<file path="src/rtl/axi_id_remap_pkg.sv">
// AXI channel and request/response structs for the ID remapper.
// Wide types carry slave-port IDs, narrow types carry master-port IDs.
package axi_id_remap_pkg;

  localparam int unsigned AddrW  = 32;
  localparam int unsigned DataW  = 32;
  localparam int unsigned StrbW  = DataW / 8;
  localparam int unsigned SlvIdW = 4;
  localparam int unsigned MstIdW = 2;

  typedef struct packed {
    logic [SlvIdW-1:0] id;
    logic [AddrW-1:0]  addr;
    logic [7:0]        len;
    logic [2:0]        size;
    logic [1:0]        burst;
    logic              lock;
    logic [3:0]        cache;
    logic [2:0]        prot;
    logic [3:0]        qos;
  } wide_ax_t;

  typedef struct packed {
    logic [MstIdW-1:0] id;
    logic [AddrW-1:0]  addr;
    logic [7:0]        len;
    logic [2:0]        size;
    logic [1:0]        burst;
    logic              lock;
    logic [3:0]        cache;
    logic [2:0]        prot;
    logic [3:0]        qos;
  } narrow_ax_t;

  typedef struct packed {
    logic [DataW-1:0] data;
    logic [StrbW-1:0] strb;
    logic             last;
  } w_chan_t;

  typedef struct packed {
    logic [SlvIdW-1:0] id;
    logic [1:0]        resp;
  } wide_b_t;

  typedef struct packed {
    logic [MstIdW-1:0] id;
    logic [1:0]        resp;
  } narrow_b_t;

  typedef struct packed {
    logic [SlvIdW-1:0] id;
    logic [DataW-1:0]  data;
    logic [1:0]        resp;
    logic              last;
  } wide_r_t;

  typedef struct packed {
    logic [MstIdW-1:0] id;
    logic [DataW-1:0]  data;
    logic [1:0]        resp;
    logic              last;
  } narrow_r_t;

  typedef struct packed {
    wide_ax_t aw;
    logic     aw_valid;
    w_chan_t  w;
    logic     w_valid;
    logic     b_ready;
    wide_ax_t ar;
    logic     ar_valid;
    logic     r_ready;
  } wide_req_t;

  typedef struct packed {
    logic    aw_ready;
    logic    ar_ready;
    logic    w_ready;
    wide_b_t b;
    logic    b_valid;
    wide_r_t r;
    logic    r_valid;
  } wide_resp_t;

  typedef struct packed {
    narrow_ax_t aw;
    logic       aw_valid;
    w_chan_t    w;
    logic       w_valid;
    logic       b_ready;
    narrow_ax_t ar;
    logic       ar_valid;
    logic       r_ready;
  } narrow_req_t;

  typedef struct packed {
    logic      aw_ready;
    logic      ar_ready;
    logic      w_ready;
    narrow_b_t b;
    logic      b_valid;
    narrow_r_t r;
    logic      r_valid;
  } narrow_resp_t;

endpackage

</file>
<file path="src/rtl/axi_id_remap_table.sv">
// One direction of the ID remapper: tracks in-flight slave IDs,
// hands out the lowest free index and counts outstanding txns.
module axi_id_remap_table
  import axi_id_remap_pkg::*;
#(
  parameter int unsigned IdWidth      = 4,
  parameter int unsigned MaxUniqIds   = 4,
  parameter int unsigned MaxTxnsPerId = 4,
  parameter int unsigned IdxW         = 2,
  parameter int unsigned CntW         = 3
) (
  input  logic               clk_i,
  input  logic               rst_ni,
  input  logic               push_i,
  input  logic [IdWidth-1:0] push_id_i,
  output logic               full_o,
  output logic               hit_o,
  output logic [IdxW-1:0]    push_idx_o,
  input  logic               pop_i,
  input  logic [IdxW-1:0]    pop_idx_i,
  output logic [IdWidth-1:0] pop_id_o
);

  logic [MaxUniqIds-1:0] valid_q, valid_d;
  logic [IdWidth-1:0]    id_q  [MaxUniqIds];
  logic [IdWidth-1:0]    id_d  [MaxUniqIds];
  logic [CntW-1:0]       cnt_q [MaxUniqIds];
  logic [CntW-1:0]       cnt_d [MaxUniqIds];

  logic            hit, free_found, pop_ok;
  logic [IdxW-1:0] hit_idx, free_idx;

  // Lookup on registered state: matching entry and lowest free slot.
  always_comb begin
    hit        = 1'b0;
    hit_idx    = '0;
    free_found = 1'b0;
    free_idx   = '0;
    for (int i = 0; i < int'(MaxUniqIds); i++) begin
      if (valid_q[i] && id_q[i] == push_id_i) begin
        hit     = 1'b1;
        hit_idx = IdxW'(i);
      end
    end
    for (int i = int'(MaxUniqIds) - 1; i >= 0; i--) begin
      if (!valid_q[i]) begin
        free_found = 1'b1;
        free_idx   = IdxW'(i);
      end
    end
  end

  assign hit_o      = hit;
  assign push_idx_o = hit ? hit_idx : free_idx;
  assign full_o     = hit ? (cnt_q[hit_idx] == CntW'(MaxTxnsPerId))
                          : !free_found;

  assign pop_id_o = id_q[pop_idx_i];
  assign pop_ok   = pop_i && valid_q[pop_idx_i]
                    && (cnt_q[pop_idx_i] != '0);

  // Entry update; a push and pop on one entry cancel out.
  always_comb begin
    logic push_here, pop_here;
    valid_d   = valid_q;
    id_d      = id_q;
    cnt_d     = cnt_q;
    push_here = 1'b0;
    pop_here  = 1'b0;
    for (int i = 0; i < int'(MaxUniqIds); i++) begin
      push_here = push_i && (push_idx_o == IdxW'(i));
      pop_here  = pop_ok && (pop_idx_i == IdxW'(i));
      if (push_here && !pop_here) begin
        valid_d[i] = 1'b1;
        id_d[i]    = push_id_i;
        cnt_d[i]   = cnt_q[i] + 1'b1;
      end else if (pop_here && !push_here) begin
        cnt_d[i] = cnt_q[i] - 1'b1;
        if (cnt_q[i] == CntW'(1)) valid_d[i] = 1'b0;
      end
    end
  end

  // Table state register.
  always_ff @(posedge clk_i or negedge rst_ni) begin
    if (!rst_ni) begin
      valid_q <= '0;
      for (int i = 0; i < int'(MaxUniqIds); i++) begin
        id_q[i]  <= '0;
        cnt_q[i] <= '0;
      end
    end else begin
      valid_q <= valid_d;
      for (int i = 0; i < int'(MaxUniqIds); i++) begin
        id_q[i]  <= id_d[i];
        cnt_q[i] <= cnt_d[i];
      end
    end
  end

`ifndef SYNTHESIS
  // Flag responses that name an idle entry.
  always_ff @(posedge clk_i) begin
    if (rst_ni && pop_i) begin
      assert (valid_q[pop_idx_i] && cnt_q[pop_idx_i] != '0)
        else $error("pop of idle entry %0d", pop_idx_i);
    end
  end
`endif

endmodule

</file>
<file path="src/rtl/axi_id_remap.sv">
// Maps wide slave-port AXI IDs onto a dense master-port ID space,
// one table per direction, zero latency, no buffering.
module axi_id_remap
  import axi_id_remap_pkg::*;
#(
  parameter int unsigned AxiSlvPortIdWidth    = 4,
  parameter int unsigned AxiSlvPortMaxUniqIds = 4,
  parameter int unsigned AxiMaxTxnsPerId      = 4,
  parameter int unsigned AxiMstPortIdWidth    = 2,
  parameter type         slv_req_t            = wide_req_t,
  parameter type         slv_resp_t           = wide_resp_t,
  parameter type         mst_req_t            = narrow_req_t,
  parameter type         mst_resp_t           = narrow_resp_t
) (
  input  logic      clk_i,
  input  logic      rst_ni,
  input  slv_req_t  slv_req_i,
  output slv_resp_t slv_resp_o,
  output mst_req_t  mst_req_o,
  input  mst_resp_t mst_resp_i
);

  localparam int unsigned IdxW = (AxiSlvPortMaxUniqIds > 1)
                               ? $clog2(AxiSlvPortMaxUniqIds) : 1;
  localparam int unsigned CntW = $clog2(AxiMaxTxnsPerId + 1);

  if (AxiMstPortIdWidth < $clog2(AxiSlvPortMaxUniqIds)) begin : g_e_mw
    $error("master ID width too small for table depth");
  end
  if (AxiMstPortIdWidth < 1) begin : g_e_mw1
    $error("master ID width must be at least 1");
  end
  if (AxiSlvPortMaxUniqIds < 1 || AxiMaxTxnsPerId < 1) begin : g_e_d
    $error("table depth and txns per ID must be at least 1");
  end
  if (AxiSlvPortMaxUniqIds > 2**AxiSlvPortIdWidth) begin : g_e_u
    $error("more unique IDs than the slave ID space holds");
  end
  if ($bits(slv_req_i.aw.id) != AxiSlvPortIdWidth) begin : g_e_si
    $error("slave struct ID width mismatch");
  end
  if ($bits(mst_req_o.aw.id) != AxiMstPortIdWidth) begin : g_e_mi
    $error("master struct ID width mismatch");
  end

  logic                         wr_full, wr_hit, wr_push, wr_pop;
  logic [IdxW-1:0]              wr_idx;
  logic [AxiSlvPortIdWidth-1:0] wr_pop_id;
  logic                         rd_full, rd_hit, rd_push, rd_pop;
  logic [IdxW-1:0]              rd_idx;
  logic [AxiSlvPortIdWidth-1:0] rd_pop_id;
  logic                         unused_hit;

  assign unused_hit = wr_hit ^ rd_hit;

  assign wr_push = slv_req_i.aw_valid & ~wr_full
                   & mst_resp_i.aw_ready;
  assign rd_push = slv_req_i.ar_valid & ~rd_full
                   & mst_resp_i.ar_ready;
  assign wr_pop  = mst_resp_i.b_valid & slv_req_i.b_ready;
  assign rd_pop  = mst_resp_i.r_valid & slv_req_i.r_ready
                   & mst_resp_i.r.last;

  axi_id_remap_table #(
    .IdWidth      (AxiSlvPortIdWidth),
    .MaxUniqIds   (AxiSlvPortMaxUniqIds),
    .MaxTxnsPerId (AxiMaxTxnsPerId),
    .IdxW         (IdxW),
    .CntW         (CntW)
  ) u_wr_table (
    .clk_i      (clk_i),
    .rst_ni     (rst_ni),
    .push_i     (wr_push),
    .push_id_i  (slv_req_i.aw.id),
    .full_o     (wr_full),
    .hit_o      (wr_hit),
    .push_idx_o (wr_idx),
    .pop_i      (wr_pop),
    .pop_idx_i  (mst_resp_i.b.id[IdxW-1:0]),
    .pop_id_o   (wr_pop_id)
  );

  axi_id_remap_table #(
    .IdWidth      (AxiSlvPortIdWidth),
    .MaxUniqIds   (AxiSlvPortMaxUniqIds),
    .MaxTxnsPerId (AxiMaxTxnsPerId),
    .IdxW         (IdxW),
    .CntW         (CntW)
  ) u_rd_table (
    .clk_i      (clk_i),
    .rst_ni     (rst_ni),
    .push_i     (rd_push),
    .push_id_i  (slv_req_i.ar.id),
    .full_o     (rd_full),
    .hit_o      (rd_hit),
    .push_idx_o (rd_idx),
    .pop_i      (rd_pop),
    .pop_idx_i  (mst_resp_i.r.id[IdxW-1:0]),
    .pop_id_o   (rd_pop_id)
  );

  // Downstream request: remapped IDs, stall gating, rest passes.
  always_comb begin
    mst_req_o          = '0;
    mst_req_o.aw.id    = AxiMstPortIdWidth'(wr_idx);
    mst_req_o.aw.addr  = slv_req_i.aw.addr;
    mst_req_o.aw.len   = slv_req_i.aw.len;
    mst_req_o.aw.size  = slv_req_i.aw.size;
    mst_req_o.aw.burst = slv_req_i.aw.burst;
    mst_req_o.aw.lock  = slv_req_i.aw.lock;
    mst_req_o.aw.cache = slv_req_i.aw.cache;
    mst_req_o.aw.prot  = slv_req_i.aw.prot;
    mst_req_o.aw.qos   = slv_req_i.aw.qos;
    mst_req_o.aw_valid = slv_req_i.aw_valid & ~wr_full;
    mst_req_o.w        = slv_req_i.w;
    mst_req_o.w_valid  = slv_req_i.w_valid;
    mst_req_o.b_ready  = slv_req_i.b_ready;
    mst_req_o.ar.id    = AxiMstPortIdWidth'(rd_idx);
    mst_req_o.ar.addr  = slv_req_i.ar.addr;
    mst_req_o.ar.len   = slv_req_i.ar.len;
    mst_req_o.ar.size  = slv_req_i.ar.size;
    mst_req_o.ar.burst = slv_req_i.ar.burst;
    mst_req_o.ar.lock  = slv_req_i.ar.lock;
    mst_req_o.ar.cache = slv_req_i.ar.cache;
    mst_req_o.ar.prot  = slv_req_i.ar.prot;
    mst_req_o.ar.qos   = slv_req_i.ar.qos;
    mst_req_o.ar_valid = slv_req_i.ar_valid & ~rd_full;
    mst_req_o.r_ready  = slv_req_i.r_ready;
  end

  // Upstream response: restored IDs, stall gating, rest passes.
  always_comb begin
    slv_resp_o          = '0;
    slv_resp_o.aw_ready = mst_resp_i.aw_ready & ~wr_full;
    slv_resp_o.ar_ready = mst_resp_i.ar_ready & ~rd_full;
    slv_resp_o.w_ready  = mst_resp_i.w_ready;
    slv_resp_o.b.id     = wr_pop_id;
    slv_resp_o.b.resp   = mst_resp_i.b.resp;
    slv_resp_o.b_valid  = mst_resp_i.b_valid;
    slv_resp_o.r.id     = rd_pop_id;
    slv_resp_o.r.data   = mst_resp_i.r.data;
    slv_resp_o.r.resp   = mst_resp_i.r.resp;
    slv_resp_o.r.last   = mst_resp_i.r.last;
    slv_resp_o.r_valid  = mst_resp_i.r_valid;
  end

endmodule

</file>
<file path="config.mk">
export PLATFORM = sky130hd
export DESIGN_NAME = axi_id_remap
export DESIGN_NICKNAME = d
export VERILOG_FILES = /design/src/rtl/axi_id_remap_pkg.sv /design/src/rtl/axi_id_remap_table.sv /design/src/rtl/axi_id_remap.sv
export SDC_FILE = /design/constraint.sdc
export NUM_CORES = 1
export LEC_CHECK = 0
export ABC_CLOCK_PERIOD_IN_PS = 3200
export BUFFER_PORTS_ARGS = -buffer_cell sky130_fd_sc_hd__buf_2
export CAP_MARGIN = 20
export CORE_AREA = 2 2 164 166
export CTS_CLUSTER_SIZE = 24
export DETAILED_ROUTE_END_ITERATION = 8
export DIE_AREA = 0 0 166 168
export PLACE_DENSITY = 0.6
export SYNTH_ARGS = -nofsm -noshare
export SYNTH_HDL_FRONTEND = slang
export SYNTH_SLANG_ARGS = --single-unit
</file>
<file path="constraint.sdc">
create_clock -name clk_i -period 3.2 [get_ports clk_i]
set_clock_uncertainty 0.15 [all_clocks]
set_input_delay 0.32 -clock clk_i [delete_from_list [all_inputs] [get_ports clk_i]]
set_output_delay 0.32 -clock clk_i [all_outputs]
set_load 0.1 [all_outputs]
</file>
==> results of run 1 <==
==> path summary, 6_finish.rpt <==
| kind | to | slack (ns) |
|---|---|---|
| max in group asynchronous | u_rd_table.valid_q[3] | 1.70 |
| min reg2reg | u_rd_table.cnt_q[11] | 0.38 |
| min in group asynchronous | u_wr_table.cnt_q[3] | 0.44 |
| min | u_rd_table.id_q[3] | 0.18 |
| max reg2reg | u_rd_table.cnt_q[8] | 0.25 |
| max | u_rd_table.cnt_q[8] | 0.25 |
==> routing by layer <==
metal	up-vias	track usage, %	part of all wire, %
li1	1514	-	-
met1	1581	10.0	35
met2	207	16.9	47
met3	49	6.54	13
met4	0	5.60	4.5
met5	-	0.522	0
==> cells by family (layout without fill, tap and decap cells) <==
kind of cell	Yosys count	after routing	share of synthesized area, %
compound gates	61	61	7.61
mux	47	47	10.7
flops	64	64	27.7
simple gates	102	102	9.75
buf+inv	249	100	29.5
fa+ha+maj	32	32	6.93
xor+xnor	50	50	7.71
==> worst reg2reg max path, stage by stage, from the launching register on <==
cell and delay, ns:
sky130_fd_sc_hd__dfrtp_1 0.41, sky130_fd_sc_hd__xnor2_1 0.16, sky130_fd_sc_hd__nand3_1 0.21, sky130_fd_sc_hd__or2_2 0.36
sky130_fd_sc_hd__a311o_2 0.39, sky130_fd_sc_hd__nand2b_1 0.17, sky130_fd_sc_hd__a21oi_1 0.12, sky130_fd_sc_hd__ha_1 0.41
sky130_fd_sc_hd__mux2i_1 0.23, sky130_fd_sc_hd__nor2_1 0.07, sky130_fd_sc_hd__xor2_1 0.14
==> flip-flops by register name, summed over array words and instances (netlist names) <==
name	flops
u_wr_table.id_q	16
u_wr_table.cnt_q	12
u_wr_table.valid_q	4
u_rd_table.cnt_q	12
u_rd_table.id_q	16
u_rd_table.valid_q	4
==> metrics by stage <==
step	util (%)	instances
CTS	20.0	797
finish	20.0	797
global placement	18.6	780
global route	20.0	797
floorplan	-	605
detailed placement	18.6	780
==> power breakdown <==
part	internal, W	total [W]	switching (W)	leakage, nW
clock	0.000746	0.00113	0.000380	0.161
combinational	0.000964	0.00265	0.00168	1.27
sequential	0.00120	0.00164	0.000445	0.783
total	0.00291	0.00541	0.00251	2.22
==> cells in the final DEF, fill, tap and decap left out, drive strengths merged, types with 4 or more instances in the layout <==
cell type / n
nand4: 11
nor2: 17
mux4: 9
o21ai: 21
nand2b: 4
inv: 34
buf: 46
ha: 32
dfrtp: 64
xnor2: 21
a21boi: 8
a21oi: 8
nand3: 12
nand2: 27
clkbuf: 14
nor3: 8
nor4: 4
o22ai: 4
xor2: 29
mux2: 30
mux2i: 8
==> layout make-up <==
cell class              instances  area share [%]
well taps                     341            8.10
repair buffers                 49            5.08
inverters                      35            2.59
clock inverters                 4            1.42
flip-flops and latches         64            30.4
multi-input cells             292            47.4
clock buffers                  12            5.06
==> what timing repair did <==
item,CTS,global route
setup endpoints to repair,0,5
hold buffers,1,0
endpoints found under the hold margin,32,0
gates resized for setup,0,4
==> impl_metrics.json, run 1 <==
{
  "number_of_enable_flip_flop_cells_after_synthesis": 0,
  "critical_path.cell_chain": "xnor2_1 -> nand3_1 -> or2_2 -> a311o_2 -> nand2b_1 -> a21oi_1 -> ha_1 -> mux2i_1 -> nor2_1 -> xor2_1",
  "clk_path_buf_depth": 2,
  "timing.setup.critical_path_class": "reg -> reg",
  "post_synth_instance_area_um2": 5770,
  "clock_tree.root_cell": "sky130_fd_sc_hd__clkbuf_16",
  "htree_num_levels": 3,
  "ys_seq_area_share_pct": 27.7,
  "post_drt_wl_per_cell_um": 18.2,
  "worst_path_dominant_cell_family": "simple AND/OR/NAND/NOR gates",
  "start_point_of_the_critical_path": "u_rd_table.id_q[8]",
  "die_area_um2": 27900,
  "num_antenna_cells": 0,
  "min_from": "slv_req_i[62]",
  "post-cts-setup-buffers": 0,
  "crit_path_end_kind": "flip-flop",
  "setup_violations": 0,
  "synthMostInstantiatedCell": "sky130_fd_sc_hd__buf_4",
  "worst-r2r-cell-count": 10,
  "power_density_nw_per_um2": 1030,
  "io_pins": 422,
  "numPortBuffers": 43,
  "achievable-frequency_mhz": 339,
  "run_status": "finished clean",
  "placementRows": 60,
  "synth_top_cell_by_area": "sky130_fd_sc_hd__dfrtp_1",
  "power.leakage_nw": 2.22,
  "number_of_buffer_and_inverter_stages_on_the_critical_path": 0,
  "timing.setup.tns_ns": 0,
  "placed_area_um2": 4910,
  "cts_inserted_buffers": 9,
  "synth_top_cells_by_count": "sky130_fd_sc_hd__buf_4, sky130_fd_sc_hd__dfrtp_1, sky130_fd_sc_hd__inv_1, sky130_fd_sc_hd__ha_1, sky130_fd_sc_hd__mux2_2",
  "synth_top_area_share_pct": 27.7,
  "ys_warn_count": 0,
  "grt_setup_unrepaired": "no",
  "grt_overflow_total": 0,
  "critical_path.reg2reg.startpoint": "u_rd_table.id_q[8]",
  "syn-instance-count": 605,
  "worst-path-stages": 10,
  "route.detailed.vias_per_inst": 4.20,
  "synth.top_cells.by_area": "sky130_fd_sc_hd__dfrtp_1, sky130_fd_sc_hd__buf_4, sky130_fd_sc_hd__ha_1",
  "remaining_drc_errors": 0,
  "final_layout_size_suffix_gt1_share_pct": 27.9,
  "cp.arrival_ns": 3.02,
  "synth_top_flop_cell": "sky130_fd_sc_hd__dfrtp_1",
  "final_net_count": 695,
  "hpwlAfterDp_um": 11800,
  "fp.dieH_um": 168,
  "worst_ir_drop_vdd_mv": 0.807,
  "synth_fp_nets": 849,
  "critPathMaxStageDelay_ns": 0.41,
  "start_kind": "flip-flop",
  "holdPathStages": 3,
  "ys_seq_elements": 64,
  "route.antenna.remaining_nets": 0,
  "multiInputGateArea_um2": 2500,
  "placement.setup.worst_slack_ns": 0.108,
  "final.period_utilization_pct": 92.1,
  "pin_count_of_the_biggest_net_entering_global_routing": 35,
  "numClockSinks": 64,
  "number_of_antenna_violations_at_the_first_check_in_global_routing": 0,
  "critical_path.max_fanout": 7,
  "grt_pass1_wl_um": 21600,
  "report.final.hold_viol_count": 0,
  "num-fill-cells": 2842,
  "total_power_w": 0.00541,
  "dieWidth_um": 166,
  "timing_worst_slew_pin_value_ns": 0.792,
  "core_um2": 26400,
  "gpl.final_weighted_congestion": 0.781,
  "timing.max_cap.violations": 0,
  "tritoncts": "built",
  "post_route_design_area_um2": 5270,
  "hold_ws_ns": 0.179,
  "period_needed_ns": 2.95,
  "async_set_or_reset_register_ratio_after_synthesis_pct": 100,
  "final_max_slew_viol_count": 0,
  "drt-initial-drc-count": 175,
  "worst_slack_ns": 0.251,
  "timing.slew.headroom_pct": 47.2,
  "clock_slew_at_the_register_clock_pins_of_the_worst_setup_and_hold_paths_ns": 0.06,
  "grt_pass1_vias": 3349,
  "avgSynthCellArea_um2": 9.54,
  "cp_slowest_cell": "sky130_fd_sc_hd__dfrtp_1",
  "hold_path_class": "in -> reg",
  "layout.area.seq_um2": 1600,
  "initial_utilization_pct": 21.9,
  "grt.total_usage_pct": 10.3,
  "number_of_vias_in_the_routed_layout": 3351,
  "clock_latency_ns": 0.35,
  "flow.area_growth_from_synthesis_pct": -8.73,
  "required_ns": 3.27,
  "drt_first_pass_iters": 4,
  "final_wirelength_um": 14500,
  "synth_cell_types": 59
}
Power figures use the tool's default switching activity.
==> run 2, diff against run 1 <==
--- a/config.mk
+++ b/config.mk
@@ -5,14 +5,15 @@
 export SDC_FILE = /design/constraint.sdc
 export NUM_CORES = 1
 export LEC_CHECK = 0
-export ABC_CLOCK_PERIOD_IN_PS = 3200
+export ABC_CLOCK_PERIOD_IN_PS = 2450
 export BUFFER_PORTS_ARGS = -buffer_cell sky130_fd_sc_hd__buf_2
 export CAP_MARGIN = 20
-export CORE_AREA = 2 2 164 166
+export CORE_AREA = 2 2 162 164
 export CTS_CLUSTER_SIZE = 24
 export DETAILED_ROUTE_END_ITERATION = 8
-export DIE_AREA = 0 0 166 168
-export PLACE_DENSITY = 0.6
+export DIE_AREA = 0 0 164 166
+export PLACE_DENSITY = 0.64
 export SYNTH_ARGS = -nofsm -noshare
 export SYNTH_HDL_FRONTEND = slang
+export SYNTH_HIERARCHICAL = 1
 export SYNTH_SLANG_ARGS = --single-unit
==> constraint.sdc (replaced) <==
create_clock -name clk_i -period 2.45 [get_ports clk_i]
set_clock_uncertainty 0.15 [all_clocks]
set_input_delay 0.245 -clock clk_i [delete_from_list [all_inputs] [get_ports clk_i]]
set_output_delay 0.245 -clock clk_i [all_outputs]
set_load 0.1 [all_outputs]
==> impl_metrics.json, run 2 <==
{
  "post_drt_wl_per_cell_um": 16.7,
  "final.period_utilization_pct": 126,
  "syn-instance-count": 626,
  "start_point_of_the_critical_path": "u_rd_table/id_q[3]",
  "report.final.hold_viol_count": 0,
  "remaining_drc_errors": 0,
  "total_power_w": 0.00714,
  "die_area_um2": 27200,
  "cts_inserted_buffers": 9,
  "period_needed_ns": 3.08,
  "r2r_end": "u_rd_table/valid_q[1]",
  "worstSetupEndpoint": "u_rd_table/valid_q[1]",
  "number_of_antenna_violations_at_the_first_check_in_global_routing": 1,
  "cp.arrival_ns": 3.15,
  "drt_first_pass_iters": 4,
  "achievable-frequency_mhz": 324,
  "start_kind": "flip-flop",
  "power_density_nw_per_um2": 1020,
  "placementRows": 59,
  "final_layout_size_suffix_gt1_share_pct": 50.6,
  "post_synth_instance_area_um2": 5940,
  "gpl.final_weighted_congestion": 0.822,
  "critical_path.max_fanout": 3,
  "grt_overflow_total": 0,
  "reg_top3": "u_rd_table/id_q: 16 flops, u_wr_table/id_q: 16 flops",
  "drt-initial-drc-count": 170,
  "numPortBuffers": 43,
  "worst_ir_drop_vdd_mv": 0.674,
  "violations": "negative setup slack",
  "fp.dieH_um": 166,
  "final_net_count": 842,
  "timing.max_cap.violations": 0,
  "synth_fp_nets": 878,
  "run_status": "complete, but fails checks",
  "crit_path_end_kind": "flip-flop",
  "grt_setup_unrepaired": "yes",
  "min_from": "slv_req_i[161]",
  "layout.cells.most_common_list": "sky130_fd_sc_hd__buf_4, sky130_fd_sc_hd__dfrtp_1, sky130_fd_sc_hd__inv_1",
  "worst_slack_ns": -0.633,
  "timing.setup.critical_path_class": "reg -> reg",
  "numClockSinks": 64,
  "clock_slew_at_the_register_clock_pins_of_the_worst_setup_and_hold_paths_ns": 0.05,
  "pin_count_of_the_biggest_net_entering_global_routing": 65,
  "grt_pass1_wl_um": 23000,
  "route.detailed.vias_per_inst": 4.27,
  "worst-r2r-setup-slack_ns": -0.63,
  "ys_warn_count": 6,
  "core_um2": 25600,
  "clock_tree.root_cell": "sky130_fd_sc_hd__clkbuf_16",
  "dieWidth_um": 164,
  "clk_path_buf_depth": 2,
  "final_max_slew_viol_count": 0,
  "setup_violations": 71,
  "grt_pass1_vias": 4097,
  "hold_path_class": "in -> reg",
  "route.antenna.remaining_nets": 0,
  "most_common_library_cell_in_the_layout_ignoring_fill_and_taps": "sky130_fd_sc_hd__buf_4",
  "worst-r2r-cell-count": 12,
  "inst_count_dp": 895,
  "tritoncts": "built",
  "power.leakage_nw": 3.19,
  "critical_path.reg2reg.startpoint": "u_rd_table/id_q[3]",
  "number_of_vias_in_the_routed_layout": 3969,
  "clock_latency_ns": 0.34,
  "htree_num_levels": 3,
  "timing.slew.headroom_pct": 52.8,
  "avgSynthCellArea_um2": 9.48,
  "required_ns": 2.52,
  "io_pins": 422,
  "timing_worst_slew_pin_value_ns": 0.703,
  "grt.total_usage_pct": 11.1,
  "num_antenna_cells": 0,
  "initial_utilization_pct": 23.2,
  "final_cell_count_no_fill": 930,
  "hpwlAfterDp_um": 11900,
  "flow.area_growth_from_synthesis_pct": 18.0,
  "final_wirelength_um": 15500
}
[run 2: cell types whose count changed in the layout (fill, tap and decap cells not counted), moves of 9 or more]
cell / previous run / this run
sky130_fd_sc_hd__a21o_1: 0 / 12
sky130_fd_sc_hd__buf_12: 0 / 9
sky130_fd_sc_hd__buf_4: 5 / 97
sky130_fd_sc_hd__buf_6: 0 / 21
sky130_fd_sc_hd__ha_4: 0 / 13
sky130_fd_sc_hd__mux2_2: 30 / 8
sky130_fd_sc_hd__mux2_4: 0 / 20
sky130_fd_sc_hd__nor2b_4: 0 / 11
sky130_fd_sc_hd__o21ai_0: 19 / 9
sky130_fd_sc_hd__o21ai_1: 1 / 14
sky130_fd_sc_hd__xor2_1: 28 / 18
[run 2: worst max-delay path, stage by stage, from the launching register on]
cell and delay (ns):
sky130_fd_sc_hd__dfrtp_1 0.41, sky130_fd_sc_hd__inv_1 0.11, sky130_fd_sc_hd__o22ai_1 0.08, sky130_fd_sc_hd__or4_4 0.51, sky130_fd_sc_hd__nand4_1 0.14, sky130_fd_sc_hd__o41ai_4 0.10
sky130_fd_sc_hd__a21o_1 0.18, sky130_fd_sc_hd__and3b_2 0.28, sky130_fd_sc_hd__o311ai_4 0.10, sky130_fd_sc_hd__nor2b_2 0.20, sky130_fd_sc_hd__ha_4 0.23, sky130_fd_sc_hd__nor2_2 0.12
sky130_fd_sc_hd__mux2_2 0.35
[run 2: what timing repair did]
action	in CTS	in global routing
setup endpoints to repair	71	72
hold buffers	1	0
endpoints found under the hold margin	64	0
resized for setup	82	67
pin swaps	25	27
gates cloned	0	0
setup buffers	15	10
[run 2: worst min-delay path by stage]
stage,endpoint,slack (ns),cells past startpoint
finish,u_wr_table/id_q[1],0.07,3
global route,u_wr_table/id_q[1],0.07,3
CTS,u_rd_table/id_q[1],0.07,3
detailed placement,u_wr_table/id_q[5],0.15,2
global placement,u_wr_table/id_q[5],0.14,2
floorplan,u_rd_table/cnt_q[0],-0.20,0
[run 2: where the power goes]
part,switching [W],total [W],internal [W]
combinational,0.00222,0.00410,0.00188
clock,0.000472,0.00118,0.000709
sequential,0.000350,0.00186,0.00151
[run 2: layout make-up]
class / instances / area (µm²)
fillers: 2595 / 18600
multi-input cells: 312 / 3230
inverters: 40 / 150
clock buffers: 13 / 250
repair buffers: 163 / 1330
clock inverters: 3 / 17.5
flip-flops and latches: 64 / 1600
well taps: 335 / 419
[run 2: metrics by stage]
step           setup WS (ns)  utilization, %  hold WS (ns)  TNS (ns)  cell area, µm²
2_1_floorplan         -0.598               -        -0.201    -27.29            6030
3_3_place_gp          -0.626            23.4         0.144    -30.01            5990
3_5_place_dp          -0.648            23.4         0.146    -32.39            5990
4_1_cts               -0.608            26.2        0.0744    -31.69            6720
5_1_grt               -0.713            27.3        0.0692    -39.84            7000
6_report              -0.633            27.3        0.0718    -32.31            7000
[run 2: per-layer routing]
metal  track usage, %  vias up  wire length, µm
met4             6.14        0              755
met2             19.1      185             7940
li1                 -     1814                -
met3             4.42       75             1490
met5                0        -                0
met1             11.4     1895             5360
